===== config.mk =====
export PLATFORM = sky130hd
export DESIGN_NAME = vga_timing_gen_flat
export DESIGN_NICKNAME = d
export VERILOG_FILES = /design/src/rtl/vga_timing_gen_if.sv /design/src/rtl/vga_timing_gen.sv /design/src/flat_wrapper.sv
export SDC_FILE = /design/constraint.sdc
export NUM_CORES = 1
export LEC_CHECK = 0
export CAP_MARGIN = 5
export CORE_MARGIN = 5
export CORE_UTILIZATION = 43
export CTS_CLUSTER_DIAMETER = 80
export DETAILED_ROUTE_END_ITERATION = 7
export DONT_BUFFER_PORTS = 1
export PLACE_DENSITY = 0.56
export SYNTH_ARGS = -nofsm -noshare
export SYNTH_HDL_FRONTEND = slang
export SYNTH_SLANG_ARGS = --single-unit

===== constraint.sdc =====
create_clock -name Clock -period 3 [get_ports Clock]
set_clock_uncertainty 0.15 [all_clocks]
set_input_delay 0.75 -clock Clock [delete_from_list [all_inputs] [get_ports Clock]]
set_output_delay 0.75 -clock Clock [all_outputs]
set_load 0.05 [all_outputs]

===== src/rtl/vga_timing_gen_if.sv =====
// Video output bundle for vga_timing_gen: pixel enable in, sync/blank/position/strobes/colour out.
interface vga_timing_gen_if #(
  parameter int unsigned CW = 12
);
  logic          pixEn;
  logic          hSync;
  logic          vSync;
  logic          sync_n;
  logic          blank_n;
  logic [CW-1:0] nextX;
  logic [CW-1:0] nextY;
  logic          lineStart;
  logic          frameStart;
  logic [7:0]    red;
  logic [7:0]    green;
  logic [7:0]    blue;

  modport master (
    input  pixEn,
    output hSync, vSync, sync_n, blank_n, nextX, nextY,
           lineStart, frameStart, red, green, blue
  );

  modport slave (
    output pixEn,
    input  hSync, vSync, sync_n, blank_n, nextX, nextY,
           lineStart, frameStart, red, green, blue
  );
endinterface


===== src/rtl/vga_timing_gen.sv =====
// Parametrised VGA/SVGA raster timing generator advancing on a pixel clock-enable.
// Optional colour-bar test pattern enabled by defining VGA_TIMING_PATTERN_EN.
module vga_timing_gen #(
  parameter int unsigned CW         = 12,
  parameter int unsigned H_ACTIVE   = 800,
  parameter int unsigned H_FP       = 56,
  parameter int unsigned H_SYNC     = 120,
  parameter int unsigned H_BP       = 64,
  parameter int unsigned V_ACTIVE   = 600,
  parameter int unsigned V_FP       = 37,
  parameter int unsigned V_SYNC     = 6,
  parameter int unsigned V_BP       = 23,
  parameter bit          H_SYNC_POL = 1'b1,
  parameter bit          V_SYNC_POL = 1'b1
) (
  input  logic             Clock,
  input  logic             Reset,
  vga_timing_gen_if.master vid
);

  localparam int unsigned H_TOTAL = H_ACTIVE + H_FP + H_SYNC + H_BP;
  localparam int unsigned V_TOTAL = V_ACTIVE + V_FP + V_SYNC + V_BP;
  localparam int unsigned H_SS    = H_ACTIVE + H_FP;
  localparam int unsigned H_SE    = H_SS + H_SYNC;
  localparam int unsigned V_SS    = V_ACTIVE + V_FP;
  localparam int unsigned V_SE    = V_SS + V_SYNC;

  if (((H_TOTAL - 1) >> CW) != 0) begin : g_h_too_big
    $error("vga_timing_gen: H_TOTAL does not fit in CW bits");
  end
  if (((V_TOTAL - 1) >> CW) != 0) begin : g_v_too_big
    $error("vga_timing_gen: V_TOTAL does not fit in CW bits");
  end

  logic [CW-1:0] hCnt, vCnt;
  logic [CW-1:0] h_nxt, v_nxt, x_nxt, y_nxt;
  logic [31:0]   h32, v32;
  logic          h_wrap, h_act, v_act, h_sy, v_sy;

  // Outputs are decoded from the next-state position so they line up with hCnt/vCnt.
  always_comb begin
    h_wrap = (32'(hCnt) == H_TOTAL - 1);
    h_nxt  = h_wrap ? '0 : hCnt + CW'(1);
    v_nxt  = vCnt;
    if (h_wrap) begin
      v_nxt = (32'(vCnt) == V_TOTAL - 1) ? '0 : vCnt + CW'(1);
    end
    h32   = 32'(h_nxt);
    v32   = 32'(v_nxt);
    h_act = (h32 < H_ACTIVE);
    v_act = (v32 < V_ACTIVE);
    h_sy  = (h32 >= H_SS) && (h32 < H_SE);
    v_sy  = (v32 >= V_SS) && (v32 < V_SE);
    x_nxt = h_act ? h_nxt : CW'(H_ACTIVE - 1);
    y_nxt = v_act ? v_nxt : CW'(V_ACTIVE - 1);
  end

  always_ff @(posedge Clock) begin
    if (Reset) begin
      hCnt           <= CW'(H_TOTAL - 1);
      vCnt           <= CW'(V_TOTAL - 1);
      vid.hSync      <= ~H_SYNC_POL;
      vid.vSync      <= ~V_SYNC_POL;
      vid.sync_n     <= 1'b1;
      vid.blank_n    <= 1'b0;
      vid.nextX      <= '0;
      vid.nextY      <= '0;
      vid.lineStart  <= 1'b0;
      vid.frameStart <= 1'b0;
    end else begin
      vid.lineStart  <= 1'b0;
      vid.frameStart <= 1'b0;
      if (vid.pixEn) begin
        hCnt           <= h_nxt;
        vCnt           <= v_nxt;
        vid.hSync      <= h_sy ? H_SYNC_POL : ~H_SYNC_POL;
        vid.vSync      <= v_sy ? V_SYNC_POL : ~V_SYNC_POL;
        vid.sync_n     <= ~(h_sy | v_sy);
        vid.blank_n    <= h_act & v_act;
        vid.nextX      <= x_nxt;
        vid.nextY      <= y_nxt;
        vid.lineStart  <= (h_nxt == '0);
        vid.frameStart <= (h_nxt == '0) && (v_nxt == '0);
      end
    end
  end

`ifdef VGA_TIMING_PATTERN_EN
  localparam int unsigned BAR_W = (H_ACTIVE >= 8) ? H_ACTIVE / 8 : 1;

  logic [2:0] bar;
  logic [2:0] rgb;

  always_comb begin
    bar = 3'(32'(x_nxt) / BAR_W);
    case (bar)
      3'd0:    rgb = 3'b111;
      3'd1:    rgb = 3'b110;
      3'd2:    rgb = 3'b011;
      3'd3:    rgb = 3'b010;
      3'd4:    rgb = 3'b101;
      3'd5:    rgb = 3'b100;
      3'd6:    rgb = 3'b001;
      default: rgb = 3'b000;
    endcase
  end

  always_ff @(posedge Clock) begin
    if (Reset) begin
      vid.red   <= '0;
      vid.green <= '0;
      vid.blue  <= '0;
    end else if (vid.pixEn) begin
      vid.red   <= (rgb[2] && h_act && v_act) ? 8'hFF : 8'h00;
      vid.green <= (rgb[1] && h_act && v_act) ? 8'hFF : 8'h00;
      vid.blue  <= (rgb[0] && h_act && v_act) ? 8'hFF : 8'h00;
    end
  end
`else
  assign vid.red   = '0;
  assign vid.green = '0;
  assign vid.blue  = '0;
`endif

endmodule


===== src/flat_wrapper.sv =====
// flat-port wrapper written by rule: the top's interface ports become plain ports
module vga_timing_gen_flat 
#(
  parameter int unsigned CW         = 12,
  parameter int unsigned H_ACTIVE   = 800,
  parameter int unsigned H_FP       = 56,
  parameter int unsigned H_SYNC     = 120,
  parameter int unsigned H_BP       = 64,
  parameter int unsigned V_ACTIVE   = 600,
  parameter int unsigned V_FP       = 37,
  parameter int unsigned V_SYNC     = 6,
  parameter int unsigned V_BP       = 23,
  parameter bit          H_SYNC_POL = 1'b1,
  parameter bit          V_SYNC_POL = 1'b1
)
  (Clock, Reset, vid_pixEn, vid_hSync, vid_vSync, vid_sync_n, vid_blank_n, vid_nextX, vid_nextY, vid_lineStart, vid_frameStart, vid_red, vid_green, vid_blue);
  vga_timing_gen_if #(.CW(CW)) vid_i ();
  input  logic Clock;
  input  logic Reset;
  input wire logic [$bits(vid_i.pixEn)-1:0] vid_pixEn;
  output wire logic [$bits(vid_i.hSync)-1:0] vid_hSync;
  output wire logic [$bits(vid_i.vSync)-1:0] vid_vSync;
  output wire logic [$bits(vid_i.sync_n)-1:0] vid_sync_n;
  output wire logic [$bits(vid_i.blank_n)-1:0] vid_blank_n;
  output wire logic [$bits(vid_i.nextX)-1:0] vid_nextX;
  output wire logic [$bits(vid_i.nextY)-1:0] vid_nextY;
  output wire logic [$bits(vid_i.lineStart)-1:0] vid_lineStart;
  output wire logic [$bits(vid_i.frameStart)-1:0] vid_frameStart;
  output wire logic [$bits(vid_i.red)-1:0] vid_red;
  output wire logic [$bits(vid_i.green)-1:0] vid_green;
  output wire logic [$bits(vid_i.blue)-1:0] vid_blue;
  assign vid_i.pixEn = vid_pixEn;
  assign vid_hSync = vid_i.hSync;
  assign vid_vSync = vid_i.vSync;
  assign vid_sync_n = vid_i.sync_n;
  assign vid_blank_n = vid_i.blank_n;
  assign vid_nextX = vid_i.nextX;
  assign vid_nextY = vid_i.nextY;
  assign vid_lineStart = vid_i.lineStart;
  assign vid_frameStart = vid_i.frameStart;
  assign vid_red = vid_i.red;
  assign vid_green = vid_i.green;
  assign vid_blue = vid_i.blue;
  vga_timing_gen #(.CW(CW), .H_ACTIVE(H_ACTIVE), .H_FP(H_FP), .H_SYNC(H_SYNC), .H_BP(H_BP), .V_ACTIVE(V_ACTIVE), .V_FP(V_FP), .V_SYNC(V_SYNC), .V_BP(V_BP), .H_SYNC_POL(H_SYNC_POL), .V_SYNC_POL(V_SYNC_POL)) u_core (.Clock(Clock), .Reset(Reset), .vid(vid_i));
endmodule

==> impl_metrics.py, run 1 <==
metrics = {
    "run_status": {
        "status": "finished clean",
    },
    "floorplan": {
        "die_h_um": 97.1,
        "rows": 31,
        "core_area_um2": 7330,
        "io_pins": 57,
        "start_util_pct": 44.5,
        "die-area_um2": 9430,
        "die_x_um": 97.1,
    },
    "routing": {
        "viasPerCell": 5.87,
        "drt_pass1_iterations": 4,
        "totalWireLength_mm": 8.71,
        "drc": 0,
        "wl_per_cell_um": 17.5,
        "vias": 2922,
        "drt_iter0_markers": 198,
        "detail-route-antenna-nets": 0,
    },
    "clock_tree": {
        "clockBufferDepth": 2,
        "clockRootBuffer": "clkbuf_8",
        "clk-insertion-delay-late_ns": 0.32,
        "cts.clk_slew.worst_paths_ns": 0.11,
        "cts_sinks": 54,
        "cts_tree": "done",
        "numCtsBuffers": 5,
        "h-tree-depth": 2,
        "hold_buffers": 0,
    },
    "timing": {
        "setup_viol": 0,
        "period_needed_ns": 2.83,
        "timing.max_slew.rel_slack_pct": 64.3,
        "clock.fmax_mhz": 353,
        "finalSetupTns_ns": 0,
        "fin_crit_sh_pct": 94.5,
        "setup_ws_ns": 0.165,
        "rsz0062_at_grt": "false",
        "worst_pin_slew_ns": 0.527,
        "hold_viol": 0,
        "drv_slew": 0,
    },
    "placed_design": {
        "place_ws_ns": 0.137,
        "dp.final_hpwl_mm": 6.12,
        "io_buffers": 0,
        "routabilityCongestion": 0.910,
        "dp_cells": 488,
    },
    "global_routing": {
        "antenna_found_initial": 0,
        "gr-total-overflow": 0,
        "track_usage_pct": 17.7,
        "grt_pass1_vias": 2691,
        "grt_first_pass_wirelength_mm": 13.9,
        "grt_max_degree": 58,
    },
    "power_and_ir_drop": {
        "power_switching_uw": 748,
        "netSwitchingFraction_pct": 39.8,
        "pwr-share-seq_pct": 47.9,
        "power_density_nw_per_um2": 558,
        "leakage_uw": 0.00125,
        "p_int_uw": 1130,
        "p_comb_share_pct": 27.9,
        "peakVddDrop_mv": 0.271,
        "clockPowerShare_pct": 24.1,
    },
    "synthesis": {
        "synthCells": 397,
        "synth_edf_count": 0,
        "netlist_area_um2": 3260,
        "ys.warnings.count": 0,
        "synth_cell_types": 65,
        "ys_seq_area_share_pct": 33.1,
        "async_reset_ff_share_pct": 0,
        "synth-main-ff-cell": "dfxtp_1",
        "synth.avg_cell_area_um2": 8.22,
        "synth_seq_cells": 54,
    },
    "min_path": {
        "hp-start": "Reset",
        "hold_path_class": "primary input to register",
    },
    "final_layout": {
        "diodes": 0,
        "final_cell_mix": "nor2_1 (57), dfxtp_1 (54), nand2_1 (32)",
        "final_common_cell": "nor2_1",
        "fin_cells": 498,
        "drive_above_1_share_pct": 13.3,
        "fin_nets": 404,
        "area_growth_syn_to_layout_pct": 3.30,
    },
    "worst_setup_path": {
        "cp-startpoint": "u_core.vCnt[1]",
        "cp.required_ns": 3.11,
        "crit_type": "register to register",
        "cp-end-kind": "register",
        "cp-start-kind": "register",
        "worstPathMaxFanout": 9,
        "arrival_ns": 2.95,
        "reg2reg_from": "u_core.vCnt[1]",
    },
    "job": {
        "cap_violations": 0,
    },
}
power by group through the flow:
stage / Sequential (uW) / Combinational, uW / Clock [uW]
5_1_grt: 908 / 577 / 489
2_1_floorplan: 899 / 445 / 0
3_3_place_gp: 917 / 500 / 0
3_5_place_dp: 918 / 504 / 0
4_1_cts: 902 / 506 / 462
6_report: 901 / 526 / 454
repair_timing:
item                                    4_1_cts  5_1_grt
endpoints found under the setup margin        0        8
resized for setup                             0        3
buffers inserted                              0        1
per-layer routing:
metal | global-route usage (%) | vias up | routed length [um]
li1 | - | 1384 | -
met4 | 6.05 | 0 | 194
met2 | 30.3 | 112 | 4270
met1 | 22.7 | 1408 | 3690
met3 | 2.51 | 18 | 553
met5 | 0 | - | 0
path summary, 6_finish.rpt:
kind | endpoint | slack, ns | depth (start not counted)
worst max-delay path | u_core.vid.nextY[3] | 0.17 | 9
worst min-delay path | u_core.vid.nextY[4] | 0.34 | 1
worst max register to register | u_core.vid.nextY[3] | 0.17 | 9
worst min register to register | u_core.vCnt[11] | 0.42 | 2
flip-flops by register name (all words and copies together), names as in the netlist:
register               cells
u_core.hCnt               12
u_core.vid.frameStart      1
u_core.vid.lineStart       1
u_core.vid.sync_n          1
u_core.vid.nextY          12
u_core.vid.vSync           1
u_core.vid.nextX          12
u_core.vid.hSync           1
u_core.vid.blank_n         1
u_core.vCnt               12
layout make-up:
cell class                      instances  area, um2
Fill cell                             733       3960
Multi-Input combinational cell        307       1870
Sequential cell                        54       1080
Timing Repair Buffer                   24        180
Tap cell                               99        124
Clock buffer                            6       82.6
Inverter                                6       22.5
Clock inverter                          2       16.3
stage by stage:
stage | cell area (um2) | total power (uW) | util [%] | hold WS (ns)
floorplan | 3350 | 1340 | - | 0.340
global route | 3370 | 1970 | 46.0 | 0.329
CTS | 3340 | 1870 | 45.5 | 0.331
finish | 3370 | 1880 | 46.0 | 0.338
detailed placement | 3240 | 1420 | 44.2 | 0.388
global placement | 3240 | 1420 | 44.2 | 0.391
synthesized netlist by cell type, drive strengths merged (2+ instances only):
master / n / share of area (%)
a211oi: 8 / 2.1
a21oi: 19 / 3.0
a22o: 2 / 0.57
a311oi: 11 / 3.0
a31oi: 7 / 1.5
a32o: 6 / 1.8
a32oi: 3 / 0.81
a41oi: 2 / 0.54
and2: 7 / 1.4
and3: 7 / 1.3
and4: 3 / 0.81
buf: 39 / 9.7
clkbuf: 14 / 2.5
dfxtp: 54 / 33
ha: 3 / 1.1
inv: 6 / 0.69
nand2: 32 / 3.7
nand3: 18 / 2.9
nand4: 8 / 1.5
nor2: 58 / 6.7
nor3: 13 / 2.5
nor3b: 4 / 0.92
nor4: 8 / 2.4
o211ai: 3 / 0.69
o21ai: 13 / 2.0
or2: 2 / 0.38
or3: 6 / 1.1
or4b: 2 / 0.73
xnor2: 11 / 3.0
xor2: 7 / 1.9
worst max-delay path: stages (launching register included):
cell and delay [ns]:
dfxtp_1 0.42, inv_1 0.09, ha_1 0.13, or4b_1 0.48
nor3_2 0.36, o21ai_0 0.15, a21o_2 0.29, a21oi_1 0.13
and3_1 0.37, a32o_1 0.21
logic make-up after synthesis:
family	Yosys count	share of synthesized area, %
simple gates	175	28.2
compound gates	85	19.1
flops	54	33.1
mux	1	0.307
fa+ha+maj	3	1.15
other cells	1	0.115
buf+inv	60	13.2
xor+xnor	18	4.83
Power figures use the tool's default switching activity.
==> run 2, diff against run 1 <==
--- a/config.mk
+++ b/config.mk
@@ -11,6 +11,7 @@
 export CTS_CLUSTER_DIAMETER = 80
 export DETAILED_ROUTE_END_ITERATION = 7
 export DONT_BUFFER_PORTS = 1
+export GPL_TIMING_DRIVEN = 0
 export PLACE_DENSITY = 0.56
 export SYNTH_ARGS = -nofsm -noshare
 export SYNTH_HDL_FRONTEND = slang
==> run 2 against run 1 <==
Compared with the run above: clock power shrank 2%; critical path depth grew 1; combinational power grew 12%; hold slack gained 0.066 ns; cell area grew 7.7%; register-to-register slack is essentially flat; via count grew 0.34%; non-clock buffer count grew 32; first-iteration DRC count shrank 23%; maximum frequency shrank 0.37%; sequential share of layout area shrank 2.3 points; critical path type unchanged; critical endpoint is now u_core.vid.vSync.
==> impl_metrics.py, run 2 (synthesized netlist as in run 1, its figures left out) <==
metrics = {
    "timing": {
        "period_needed_ns": 2.85,
        "setup_viol": 0,
        "clock.fmax_mhz": 351,
        "hold_viol": 0,
        "fin_crit_sh_pct": 94.8,
        "worst_pin_slew_ns": 0.700,
        "whs_ns": 0.404,
        "drv_slew": 0,
        "timing.max_slew.rel_slack_pct": 53.3,
    },
    "worst_setup_path": {
        "crit_type": "register to register",
        "arrival_ns": 2.90,
        "worstPathMaxFanout": 8,
        "cp-start-kind": "register",
        "cp.required_ns": 3.06,
        "cp-end-kind": "register",
    },
    "power_and_ir_drop": {
        "leakage_uw": 0.00139,
        "power_density_nw_per_um2": 531,
        "peakVddDrop_mv": 0.262,
    },
    "placed_design": {
        "routabilityCongestion": 0.885,
        "io_buffers": 0,
        "dp.final_hpwl_mm": 6.79,
        "dp_cells": 519,
    },
    "clock_tree": {
        "numCtsBuffers": 5,
        "clockRootBuffer": "clkbuf_8",
        "cts_tree": "done",
        "cts.clk_slew.worst_paths_ns": 0.10,
        "hold_buffers": 0,
        "clk-insertion-delay-late_ns": 0.31,
        "h-tree-depth": 2,
        "clockBufferDepth": 2,
        "cts_sinks": 54,
    },
    "routing": {
        "drc": 0,
        "vias": 2932,
        "drt_pass1_iterations": 5,
        "wl_per_cell_um": 17.2,
        "drt_iter0_markers": 153,
        "detail-route-antenna-nets": 0,
        "totalWireLength_mm": 9.12,
        "viasPerCell": 5.54,
    },
    "min_path": {
        "hold_path_class": "register to register",
    },
    "job": {
        "cap_violations": 0,
    },
    "floorplan": {
        "die_x_um": 97.1,
        "core_area_um2": 7330,
        "rows": 31,
        "io_pins": 57,
        "start_util_pct": 44.5,
        "die-area_um2": 9430,
        "die_h_um": 97.1,
    },
    "global_routing": {
        "grt_pass1_vias": 2885,
        "grt_max_degree": 18,
        "gr-total-overflow": 0,
        "track_usage_pct": 19.4,
        "antenna_found_initial": 0,
        "grt_first_pass_wirelength_mm": 15.1,
    },
    "final_layout": {
        "diodes": 0,
        "fin_cells": 529,
        "area_growth_syn_to_layout_pct": 11.3,
        "drive_above_1_share_pct": 17.4,
        "final_cell_mix": "nor2_1 (57), dfxtp_1 (54), nand2_1 (32)",
        "final_common_cell": "nor2_1",
        "fin_nets": 435,
    },
    "run_status": {
        "status": "finished clean",
    },
}
run 2: cell types whose count changed in the layout (fill, tap and decap cells not counted), sizes merged:
cell / before / now
buf: 24 / 41
dlygate4sd3: 0 / 1
clkbuf: 6 / 20
nor3: 14 / 13
run 2: path summary, 6_finish.rpt:
check                                startpoint               end  slack, ns  cells after the start
worst min-delay path            u_core.vCnt[11]   u_core.vCnt[11]       0.40                      2
worst max register to register   u_core.vCnt[1]  u_core.vid.vSync       0.15                     10
worst max-delay path             u_core.vCnt[1]  u_core.vid.vSync       0.15                     10
worst min register to register  u_core.vCnt[11]   u_core.vCnt[11]       0.40                      2
run 2: final cells by class:
type	count	area [um2]
Fill cell	746	3700
Multi-Input combinational cell	306	1880
Sequential cell	54	1080
Buffer	54	409
Tap cell	99	124
Clock buffer	6	82.6
Inverter	6	22.5
Clock inverter	2	16.3
Timing Repair Buffer	2	15.0
run 2: what timing repair did:
action / in CTS / in global routing
setup buffers: 0 / 2
setup endpoints to repair: 1 / 19
pin swaps: 0 / 1
gates resized for setup: 1 / 9
cloned: 0 / 0
endpoints found under the hold margin: 0 / 0
run 2: critical path, cell delays in order (launching register included):
cell and delay [ns]:
dfxtp_1 0.33, buf_6 0.13, inv_1 0.05, ha_1 0.14
or4b_1 0.52, or3_4 0.46, nand2_1 0.20, a21oi_1 0.08
a22o_1 0.20, a32o_1 0.28, a32o_1 0.20
run 2: power by group:
group	switching (uW)	internal [uW]
registers	132	761
logic	382	207
clock network	255	191
total	769	1160
run 2: metal layers:
layer,GRT usage (%),vias to the layer above,share of wire (%)
li1,-,1451,-
met1,24.1,1385,44
met2,34.0,88,50
met3,3.73,8,5.1
met4,5.18,0,0.94
met5,0,-,0
run 2: through the flow:
step	TNS [ns]	area [um2]	utilization [%]	setup slack [ns]	power [uW]
final	0	3630	49.5	0.155	1930
after global routing	-0.0120	3630	49.5	-0.0120	2040
after CTS	0	3580	48.8	0.0114	1920
after detailed placement	-0.109	3470	47.4	-0.109	1470
after global placement	-0.0652	3470	47.4	-0.0652	1460
after floorplan	0	3350	-	0.439	1340
